`src/rtl/complement_2_pkg.sv`:
```
// Shared constants and helpers for the complement_2 two's-complement negator.
package complement_2_pkg;

  localparam int unsigned DEFAULT_WIDTH = 8;
  localparam int unsigned MAX_WIDTH     = 64;

  // Most-negative value for a w-bit operand: MSB set, every other bit clear.
  function automatic logic [MAX_WIDTH-1:0] most_negative(input int unsigned w);
    return MAX_WIDTH'(1) << (w - 1);
  endfunction

endpackage

```
`src/rtl/complement_2_inc.sv`:
```
// Combinational +1 ripple incrementer; carry_o is the carry out of the MSB.
module complement_2_inc
  import complement_2_pkg::*;
#(
  parameter int unsigned WIDTH = DEFAULT_WIDTH
) (
  input  logic [WIDTH-1:0] op_i,
  output logic [WIDTH-1:0] sum_o,
  output logic             carry_o
);

  logic carry_v;

  // A walking carry variable keeps the chain inside one process instead of a
  // self-referencing vector, so the simulator sees no combinational loop.
  always_comb begin
    // NOTE: every output gets a value before any branch or loop, so no latch can form.
    sum_o   = '0;
    carry_v = 1'b1;
    for (int i = 0; i < int'(WIDTH); i++) begin
      sum_o[i] = op_i[i] ^ carry_v;
      carry_v  = op_i[i] & carry_v;
    end
    carry_o = carry_v;
  end

endmodule

```
`src/rtl/complement_2.sv`:
```
// Registered two's-complement negator, one cycle latency, one result per cycle.
// Define COMPLEMENT_2_OVF_EN to add the ovf port and most-negative detection.
module complement_2
  import complement_2_pkg::*;
#(
  parameter int unsigned WIDTH = DEFAULT_WIDTH
) (
  input  logic             clk,
  input  logic             rst,
  input  logic [WIDTH-1:0] a,
  input  logic             in_valid,
  output logic [WIDTH-1:0] b,
  output logic             out_valid,
  output logic             zero
`ifdef COMPLEMENT_2_OVF_EN
  ,
  output logic             ovf
`endif
);

  logic [WIDTH-1:0] neg_sum;
  logic             neg_carry;

  logic [WIDTH-1:0] b_q, b_d;
  logic             valid_q, valid_d;
  logic             zero_q, zero_d;

  complement_2_inc #(.WIDTH(WIDTH)) u_inc (
    .op_i    (~a),
    .sum_o   (neg_sum),
    .carry_o (neg_carry)
  );

  // The incrementer carries out of the MSB only when ~a is all ones, i.e. a == 0,
  // which is exactly when the negated result is zero.
  always_comb begin
    b_d     = b_q;
    zero_d  = zero_q;
    valid_d = in_valid;
    if (in_valid) begin
      b_d    = neg_sum;
      zero_d = neg_carry;
    end
  end

  always_ff @(posedge clk) begin
    // NOTE: sequential state uses non-blocking assignments so every register samples pre-edge values.
    if (rst) begin
      b_q     <= '0;
      valid_q <= 1'b0;
      zero_q  <= 1'b0;
    end else begin
      b_q     <= b_d;
      valid_q <= valid_d;
      zero_q  <= zero_d;
    end
  end

  assign b         = b_q;
  assign out_valid = valid_q;
  assign zero      = zero_q;

`ifdef COMPLEMENT_2_OVF_EN
  localparam logic [WIDTH-1:0] MOST_NEG = WIDTH'(most_negative(WIDTH));

  logic ovf_q, ovf_d;

  always_comb begin
    ovf_d = ovf_q;
    if (in_valid) ovf_d = (a == MOST_NEG);
  end

  always_ff @(posedge clk) begin
    if (rst) ovf_q <= 1'b0;
    else     ovf_q <= ovf_d;
  end

  assign ovf = ovf_q;
`endif

endmodule

```
`config.mk`:
```
export PLATFORM = sky130hd
export DESIGN_NAME = complement_2
export DESIGN_NICKNAME = d
export VERILOG_FILES = /design/src/rtl/complement_2_pkg.sv /design/src/rtl/complement_2_inc.sv /design/src/rtl/complement_2.sv
export SDC_FILE = /design/constraint.sdc
export NUM_CORES = 1
export LEC_CHECK = 0
export CAP_MARGIN = 20
export CORE_AREA = 2 2 39 41
export CTS_CLUSTER_DIAMETER = 30
export DETAILED_ROUTE_END_ITERATION = 12
export DIE_AREA = 0 0 41 43
export PLACE_DENSITY = 0.74
export SETUP_SLACK_MARGIN = 0.3
export SYNTH_ARGS = -nofsm -noshare
export SYNTH_HDL_FRONTEND = slang
export SYNTH_SLANG_ARGS = --single-unit
```
`constraint.sdc`:
```
create_clock -name clk -period 3.7 [get_ports clk]
set_clock_uncertainty 0.05 [all_clocks]
set_input_delay 1.11 -clock clk [delete_from_list [all_inputs] [get_ports clk]]
set_output_delay 1.11 -clock clk [all_outputs]
set_load 0.01 [all_outputs]
```
==> results by group, run 1 <==
Status
  – Status: complete, no violations

Setup path
  – CP top delay family: adder cells
  – Crit path capture type: flip-flop
  – Critical path cell sequence: clkdlybuf4s50_1 > inv_1 > ha_1 > ha_1 > ha_1 > ha_1 > ha_1 > ha_1 > ha_1 > mux2i_1 > nor2_1
  – Worst setup SP type: input pin
  – Buf+Inv Stages, Crit Path: 2
  – CP max stage delay: 470 ps
  – CP Data Arrival Time: 3170 ps
  – WP data required: 3780 ps
  – CP most frequent cell: ha_1
  – CP Max Fanout: 2
  – Max stage delay cell, worst path: clkdlybuf4s50_1
  – Critical path class: in -> reg

Cells and area
  – Layout cells sized above 1: 0.04478
  – Final Instance Area: 690.7 sq um
  – Filler Cell Count: 140
  – Area Overhead vs Synth: 48.79%
  – Layout Utilization: 0.4991
  – Nets: 87
  – Diode count: 0

Pwr
  – Worst vdd ir: 0.1736 mV
  – Lkg Pwr: 0.3456 nW
  – Total power: 0.0002325 W
  – Pwr Density: 336.6 nW/um^2

Logic synthesis
  – Seq cells post-synth: 10
  – Most common library cells after synthesis: 10 x dfxtp_1, 9 x mux2i_1, 9 x nor2_1, 8 x inv_1, 7 x ha_1
  – Distinct cells, synth: 8
  – Synth Warn #: 0
  – Count leader, synth: dfxtp_1
  – Average size of a mapped cell: 10.09 sq um
  – Synthesized area: 464.2 sq um
  – Post-synth top area cell: dfxtp_1
  – Sequential share of the synthesized area: 0.4313
  – Number of synthesized flops with an enable pin: 0
  – Asr flop ratio synth: 0
  – Post-synth top area share: 0.4313
  – Leading register cell type out of synthesis: dfxtp_1
  – Syn Inst Count: 46
  – Ranking of synthesized cells by area: dfxtp_1 43%, mux2i_1 19%, ha_1 19%
  – Syn nets: 64

Clock network
  – H-tree level count: 1
  – Clock root buffer: clkbuf_4
  – Cts repair resizes: 0
  – Clk_lat worst skew: 250 ps
  – Setup bufs post-CTS: 0
  – Worst-case clock buffer depth: 2
  – Clock tree from TritonCTS: yes
  – Sink Count: 10
  – Hold_buf cts: 0
  – CTS clk-pin slew, worst paths: 50 ps
  – Inserted Clock Buffers: 3

Global routing
  – Total Routing Usage GR: 0.1119
  – First-pass GRT wire length: 1290 um
  – Initial antenna violation count: 0
  – GR Util met1: 0.1238
  – Largest net degree at the start of global routing: 11
  – Vias in the first global route: 334
  – Gr ovfl total: 0
  – GR Util met3: 0.03141
  – Busiest layer in global routing: met2
  – Met2 usage: 0.1625

Routing
  – Post-DRT Antenna Nets: 0
  – Drt drc: 0
  – Initial drt markers: 1
  – Routed WL per cell: 9.530 um
  – Drt pass-1 iters: 2
  – Detailed Route WL: 791 um
  – Vias: 361
  – Vias/cell: 4.349

STA
  – RSZ-0062 raised after global routing: false
  – Setup tns final: 0 ps
  – Min Tclk post-route: 3083 ps
  – Slew Limit Fails: 0
  – Fmax: 324.3 MHz
  – Final Hold Vio Count: 0
  – Worst slew pin tran: 569.8 ps
  – Fin crit share: 0.8334
  – Final Setup Violations: 0
  – Rel. slew slack: 0.6189

Floorplan
  – Die Height: 43 um
  – Core area: 1384 sq um
  – Die area: 1763 sq um
  – Rows: 14
  – Die X: 41 um
  – Starting Density: 0.3354
  – # IOs: 21

Placed design
  – I/O Buffers: 20
  – Placed cell areas: 668.1 sq um
  – Placer congestion estimate: 0.7281
  – Post-DP HPWL: 620.8 um

Job
  – Max-cap violation count: 0

Min path
  – Hold/Removal Path Class: reg -> reg
[final cells by class]
| type | instances | area [sq um] | area share |
|---|---|---|---|
| timing repair buffer | 20 | 200.2 | 0.2899 |
| clock buffer | 3 | 22.52 | 0.03261 |
| multi-input combinational | 26 | 217.7 | 0.3152 |
| inverter | 8 | 30.03 | 0.04348 |
| sequential | 10 | 200.2 | 0.2899 |
| tap | 16 | 20.02 | 0.02899 |
[state kept, by name, indices dropped and copies added (netlist names)]
signal     cells
zero           1
out_valid      1
b              8
[final timing paths]
check                           from  cells after the start  slack [ps]   end
worst max-delay path            a[0]                     11         620  b[7]
worst min-delay path            zero                      2         450  zero
worst max register to register  b[4]                      2        3040  b[4]
worst min register to register  zero                      2         450  zero
[layout by cell type (no fill, tap or decap), drive strengths merged]
cell and n:
clkbuf 3, clkdlybuf4s50 20, dfxtp 10, ha 7, inv 8, mux2i 9
nor2 9, nor2b 1
[report_power, final]
part | switching, W | internal [W]
sequential | 0.00000289 | 0.000114
clock | 0.0000327 | 0.0000373
combinational | 0.0000171 | 0.0000283
[routing by layer]
layer,up-vias,wire length [um]
li1,189,-
met1,158,331
met2,12,390
met3,2,59
met4,0,9
met5,-,0
[stage by stage]
| step | instances | hold WS, ps | worst slack [ps] |
|---|---|---|---|
| 3_3_place_gp | 80 | 430.2 | 372.3 |
| 5_1_grt | 83 | 494.2 | 458.6 |
| 4_1_cts | 83 | 456.2 | 599.3 |
| 2_1_floorplan | 46 | 481.2 | 942.9 |
| 6_report | 83 | 447.4 | 616.6 |
| 3_5_place_dp | 80 | 436.2 | 330.4 |
[logic make-up (layout without fill, tap and decap cells)]
family	count (synthesis)	after routing	share of synthesized area
adder cells (fa/ha/maj)	7	7	0.1887
buffers and inverters	10	31	0.09972
flip-flops	10	10	0.4313
multiplexers	9	9	0.1941
AND/OR/NAND/NOR	10	10	0.08626
[worst reg2reg max path, stage by stage (launching register included)]
cell and delay, ps:
dfxtp_1 310, mux2i_1 120, nor2_1 60
Note: power is estimated with default switching activity, not from simulation.
==> run 2: changes to the inputs <==
==> constraint.sdc (replaced) <==
create_clock -name clk -period 3 [get_ports clk]
set_clock_uncertainty 0.05 [all_clocks]
set_input_delay 0.9 -clock clk [delete_from_list [all_inputs] [get_ports clk]]
set_output_delay 0.9 -clock clk [all_outputs]
set_load 0.01 [all_outputs]
==> run 2 against run 1 <==
  * Wire length is 13% higher
  * Final area rose by 13%
  * Largest power group unchanged
  * Critical path depth decreased by 1
  * Worst setup slack got worse by 160 ps
  * Sequential share of layout area decreased by 3.3 points
  * Critical endpoint unchanged
  * Clock power grew 69%
  * Utilization is 6.5 points higher
  * Power increased by 40%
  * Combinational power is 38% higher
  * Die area unchanged
==> results by group, run 2 (synthesis gave the netlist of run 1 again) <==
Cells and area
  – Area Overhead vs Synth: 68.19%
  – Nets: 87
  – Most common cell after layout, fill and taps aside: clkdlybuf4s50_1
  – Most frequent cells in the layout: 18 x clkdlybuf4s50_1, 10 x dfxtp_1, 9 x mux2i_1, 9 x nor2_1, 7 x inv_1
  – Finished Layout Cells: 84
  – Final Instance Area: 780.7 sq um
  – Diode count: 0
  – Layout cells sized above 1: 0.1618
  – Max reg flops: 8

Setup path
  – R2R depth: 2
  – Worst setup SP type: input pin
  – WP data required: 3090 ps
  – CP Launch Point: a[2]
  – CP Max Fanout: 1
  – Reg-to-reg critical path endpoint: b[1]
  – Internal reg-to-reg setup slack: 2330 ps
  – Crit path capture type: flip-flop
  – Critical path class: in -> reg
  – Reg-to-reg startpoint: b[1]
  – CP Data Arrival Time: 2640 ps

Routing
  – Drt drc: 0
  – Vias: 361
  – Detailed Route WL: 892 um
  – Post-DRT Antenna Nets: 0
  – Vias/cell: 4.298
  – Drt pass-1 iters: 1
  – Initial drt markers: 0
  – Routed WL per cell: 10.62 um

Placed design
  – Placed cell areas: 668.1 sq um
  – I/O Buffers: 20
  – Placer congestion estimate: 0.6650
  – Post-DP HPWL: 628.8 um
  – Placed insts: 80

STA
  – Min Tclk post-route: 2545 ps
  – Fmax: 392.9 MHz
  – Worst slew pin tran: 528.4 ps
  – RSZ-0062 raised after global routing: false
  – Final Setup Violations: 0
  – Fin crit share: 0.8484
  – Rel. slew slack: 0.6467
  – Final Hold Vio Count: 0
  – Worst hold slack: 449.0 ps
  – Setup tns final: 0 ps
  – Slew Limit Fails: 0

Global routing
  – Vias in the first global route: 372
  – Initial antenna violation count: 0
  – Total Routing Usage GR: 0.1270
  – Gr ovfl total: 0
  – Largest net degree at the start of global routing: 11
  – First-pass GRT wire length: 1449 um

Floorplan
  – Rows: 14
  – Die Height: 43 um
  – Die area: 1763 sq um
  – Die X: 41 um
  – Core area: 1384 sq um
  – Starting Density: 0.3354
  – # IOs: 21

Min path
  – Hold/Removal Path Class: reg -> reg
  – Hold Path End: b[2]
  – Hold_sp: b[2]
  – Hold-critical path depth: 2

Clock network
  – Worst-case clock buffer depth: 2
  – Inserted Clock Buffers: 3
  – Clock tree from TritonCTS: yes
  – Sink Count: 10
  – Setup bufs post-CTS: 0
  – H-tree level count: 1
  – Clk_lat worst skew: 260 ps
  – Clock root buffer: clkbuf_4
  – CTS clk-pin slew, worst paths: 60 ps

Pwr
  – Comb pwr share: 0.193
  – Internal power: 0.0002524 W
  – Pwr Density: 416.5 nW/um^2
  – Lkg Pwr: 0.3580 nW
  – Total power: 0.0003252 W
  – Switching Fraction: 0.2238
  – Reg power frac: 0.445
  – P_sw: 0.00007276 W
  – Worst vdd ir: 0.2233 mV
  – Clock share of power: 0.362

Status
  – Status: complete, no violations

Job
  – Max-cap violation count: 0
## run 2: how the worst max path moves through the flow
stage	to	cells after the start
finish	b[7]	10
global route	b[7]	10
floorplan	b[7]	10
global placement	b[7]	11
CTS	b[7]	11
detailed placement	b[7]	11
## run 2: area by class of cell
type                            count  area [sq um]
Sequential cell                    10         200.2
Clock buffer                        4         36.28
Timing Repair Buffer               20         201.4
Inverter                            8         30.03
Tap cell                           16         20.02
Multi-Input combinational cell     26         292.8
Fill cell                         136         603.1
## run 2: power by group through the flow
stage | clock network [W] | logic [W] | registers (W)
global route | 0.000131 | 0.0000699 | 0.000146
CTS | 0.000123 | 0.0000607 | 0.000145
global placement | 0 | 0.0000557 | 0.000147
floorplan | 0 | 0.0000222 | 0.000151
finish | 0.000118 | 0.0000627 | 0.000145
detailed placement | 0 | 0.0000565 | 0.000148
## run 2: repair_timing
item / CTS / global route
setup endpoints to repair: 2 / 2
gates resized for setup: 11 / 4
pin swaps: 1 / 2
hold endpoints to repair: 0 / 0
gates cloned: 0 / 0
hold buffers: 0 / 0
## run 2: per-stage QoR
step	worst slack, ps	utilization
after floorplan	452.9	-
after global placement	-148.1	0.4828
after detailed placement	-157.7	0.4828
after CTS	301.3	0.5479
after global routing	410.8	0.5642
final	454.8	0.5642
## run 2: per-layer routing
metal  GRT usage  share of wire  up-vias  routed length (um)
li1            -              -      189                   -
met1      0.1336           0.38      160                 339
met2      0.2000           0.56       10                 503
met3     0.03141          0.046        2                  41
met4      0.1000         0.0090        0                   8
met5           0              0        -                   0
## run 2: worst max-delay path, stage by stage
cell and delay (ps):
clkdlybuf4s50_1 470, inv_1 60, ha_4 160, ha_4 150, ha_4 150, ha_4 150
ha_4 140, ha_1 260, mux2i_1 130, nor2_1 50
==> run 3: changes to the inputs <==
==> constraint.sdc (replaced) <==
create_clock -name clk -period 2.56 [get_ports clk]
set_clock_uncertainty 0.05 [all_clocks]
set_input_delay 0.768 -clock clk [delete_from_list [all_inputs] [get_ports clk]]
set_output_delay 0.768 -clock clk [all_outputs]
set_load 0.01 [all_outputs]
==> run 3 against run 2 <==
  * Clock power is 16% higher
  * Sequential power is 17% higher
  * Final area is 0.48% higher
  * Flip-flop and latch count stayed put
  * Worst hold slack worse by 0.90 ps
  * Worst setup slack worse by 100 ps
  * Clock-buffer cell count stayed put
  * Utilization is 0.27 points higher
  * First-iteration DRC count is 4 higher
  * Largest cell class unchanged
  * Largest power group unchanged
==> results by group, run 3 (synthesis gave the netlist of run 1 again) <==
Clock network
  – Hold_buf cts: 0
  – CTS clk-pin slew, worst paths: 70 ps
  – H-tree level count: 1
  – Inserted Clock Buffers: 3
  – Clock tree from TritonCTS: yes
  – Setup bufs post-CTS: 0
  – Sink Count: 10
  – Clock root buffer: clkbuf_4
  – Worst-case clock buffer depth: 2
  – Cts repair resizes: 12
  – Clk_lat worst skew: 250 ps

Floorplan
  – Rows: 14
  – Die Height: 43 um
  – Starting Density: 0.3354
  – Core area: 1384 sq um
  – # IOs: 21
  – Die X: 41 um
  – Die area: 1763 sq um

Global routing
  – Initial antenna violation count: 0
  – Largest net degree at the start of global routing: 11
  – First-pass GRT wire length: 1373 um
  – Total Routing Usage GR: 0.1200
  – Vias in the first global route: 359
  – Gr ovfl total: 0

Routing
  – Vias: 365
  – Initial drt markers: 4
  – Drt pass-1 iters: 4
  – Vias/cell: 4.345
  – Routed WL per cell: 10.35 um
  – Post-DRT Antenna Nets: 0
  – Drt drc: 0
  – Detailed Route WL: 869 um

Pwr
  – Lkg Pwr: 0.3464 nW
  – Worst vdd ir: 0.3074 mV
  – Total power: 0.0003803 W
  – Pwr Density: 484.8 nW/um^2

Cells and area
  – Diode count: 0
  – Finished Layout Cells: 84
  – Area Overhead vs Synth: 69.00%
  – Max reg flops: 8
  – Most frequent cells in the layout: 16 x clkdlybuf4s50_1, 10 x dfxtp_1, 9 x mux2i_1, 9 x nor2_1, 7 x ha_4
  – Most common cell after layout, fill and taps aside: clkdlybuf4s50_1
  – Layout cells sized above 1: 0.2500
  – Nets: 87

STA
  – Rel. slew slack: 0.6337
  – Worst slew pin tran: 547.7 ps
  – Min Tclk post-route: 2209 ps
  – RSZ-0062 raised after global routing: false
  – Fin crit share: 0.8628
  – Slew Limit Fails: 0
  – Final Setup Violations: 0
  – Final Hold Vio Count: 0
  – Fmax: 452.7 MHz

Setup path
  – CP Max Fanout: 2
  – CP most frequent cell: ha_4
  – Worst setup SP type: input pin
  – Critical path class: in -> reg
  – Critical path cell sequence: buf_2 > inv_4 > ha_4 > ha_4 > ha_4 > ha_4 > ha_4 > ha_4 > ha_4 > mux2i_1 > nor2_1
  – WP data required: 2640 ps
  – CP Data Arrival Time: 2290 ps
  – Max stage delay cell, worst path: ha_4
  – Crit path capture type: flip-flop
  – CP max stage delay: 220 ps

Placed design
  – Placed insts: 80
  – Post-DP HPWL: 696.4 um
  – I/O Buffers: 20
  – Placer congestion estimate: 0.6961

Status
  – Status: complete, no violations

Min path
  – Hold/Removal Path Class: reg -> reg

Job
  – Max-cap violation count: 0
## run 3: changes by cell type in the layout (fill, tap and decap cells not counted), sizes merged
cell	delta
dlygate4sd2	+1
dlymetal6s2s	-1
buf	+2
clkdlybuf4s50	-2
## run 3: through the flow
| step | utilization | setup TNS [ps] | setup slack [ps] | cell area (sq um) | hold WS, ps |
|---|---|---|---|---|---|
| 2_1_floorplan | - | 0 | 304.0 | 556.8 | 481.2 |
| 3_3_place_gp | 0.5497 | -640.4 | -294.8 | 760.7 | 424.8 |
| 3_5_place_dp | 0.5497 | -799.5 | -380.4 | 760.7 | 436.2 |
| 4_1_cts | 0.5669 | 0 | 336.2 | 784.5 | 456.0 |
| 5_1_grt | 0.5669 | 0 | 322.3 | 784.5 | 467.3 |
| 6_report | 0.5669 | 0 | 351.2 | 784.5 | 448.1 |
## run 3: worst paths after layout
| path | start | depth (start not counted) | endpoint | slack, ps |
|---|---|---|---|---|
| worst max register to register | b[7] | 2 | b[7] | 1870 |
| worst min register to register | b[3] | 2 | b[3] | 450 |
| worst min-delay path | b[3] | 2 | b[3] | 450 |
| worst max-delay path | a[0] | 11 | b[7] | 350 |
## run 3: metal layers
| metal | GRT usage | up-vias | wire length (um) |
|---|---|---|---|
| met2 | 0.1875 | 12 | 453 |
| met5 | 0 | - | 0 |
| li1 | - | 189 | - |
| met1 | 0.1336 | 162 | 339 |
| met3 | 0.03141 | 2 | 66 |
| met4 | 0.08000 | 0 | 9 |
## run 3: final cells by class
cell class	instances	area, sq um
repair buffers	20	187.7
inverters	8	35.03
well taps	16	20.02
flip-flops and latches	10	200.2
clock buffers	4	36.28
fillers	126	599.3
multi-input cells	26	305.3
## run 3: critical path, delay by kind of cell
family	cells	cell delay [ps]
adders and majority gates	7	1170
muxes	1	150
buffers and inverters	2	160
and+or+nand+nor	1	60
## run 3: power by group
part	leakage, nW	internal [W]	switching (W)
combinational	0.243	0.0000437	0.0000305
sequential	0.0825	0.000165	0.00000418
clock	0.0210	0.0000862	0.0000509
total	0.346	0.000295	0.0000855
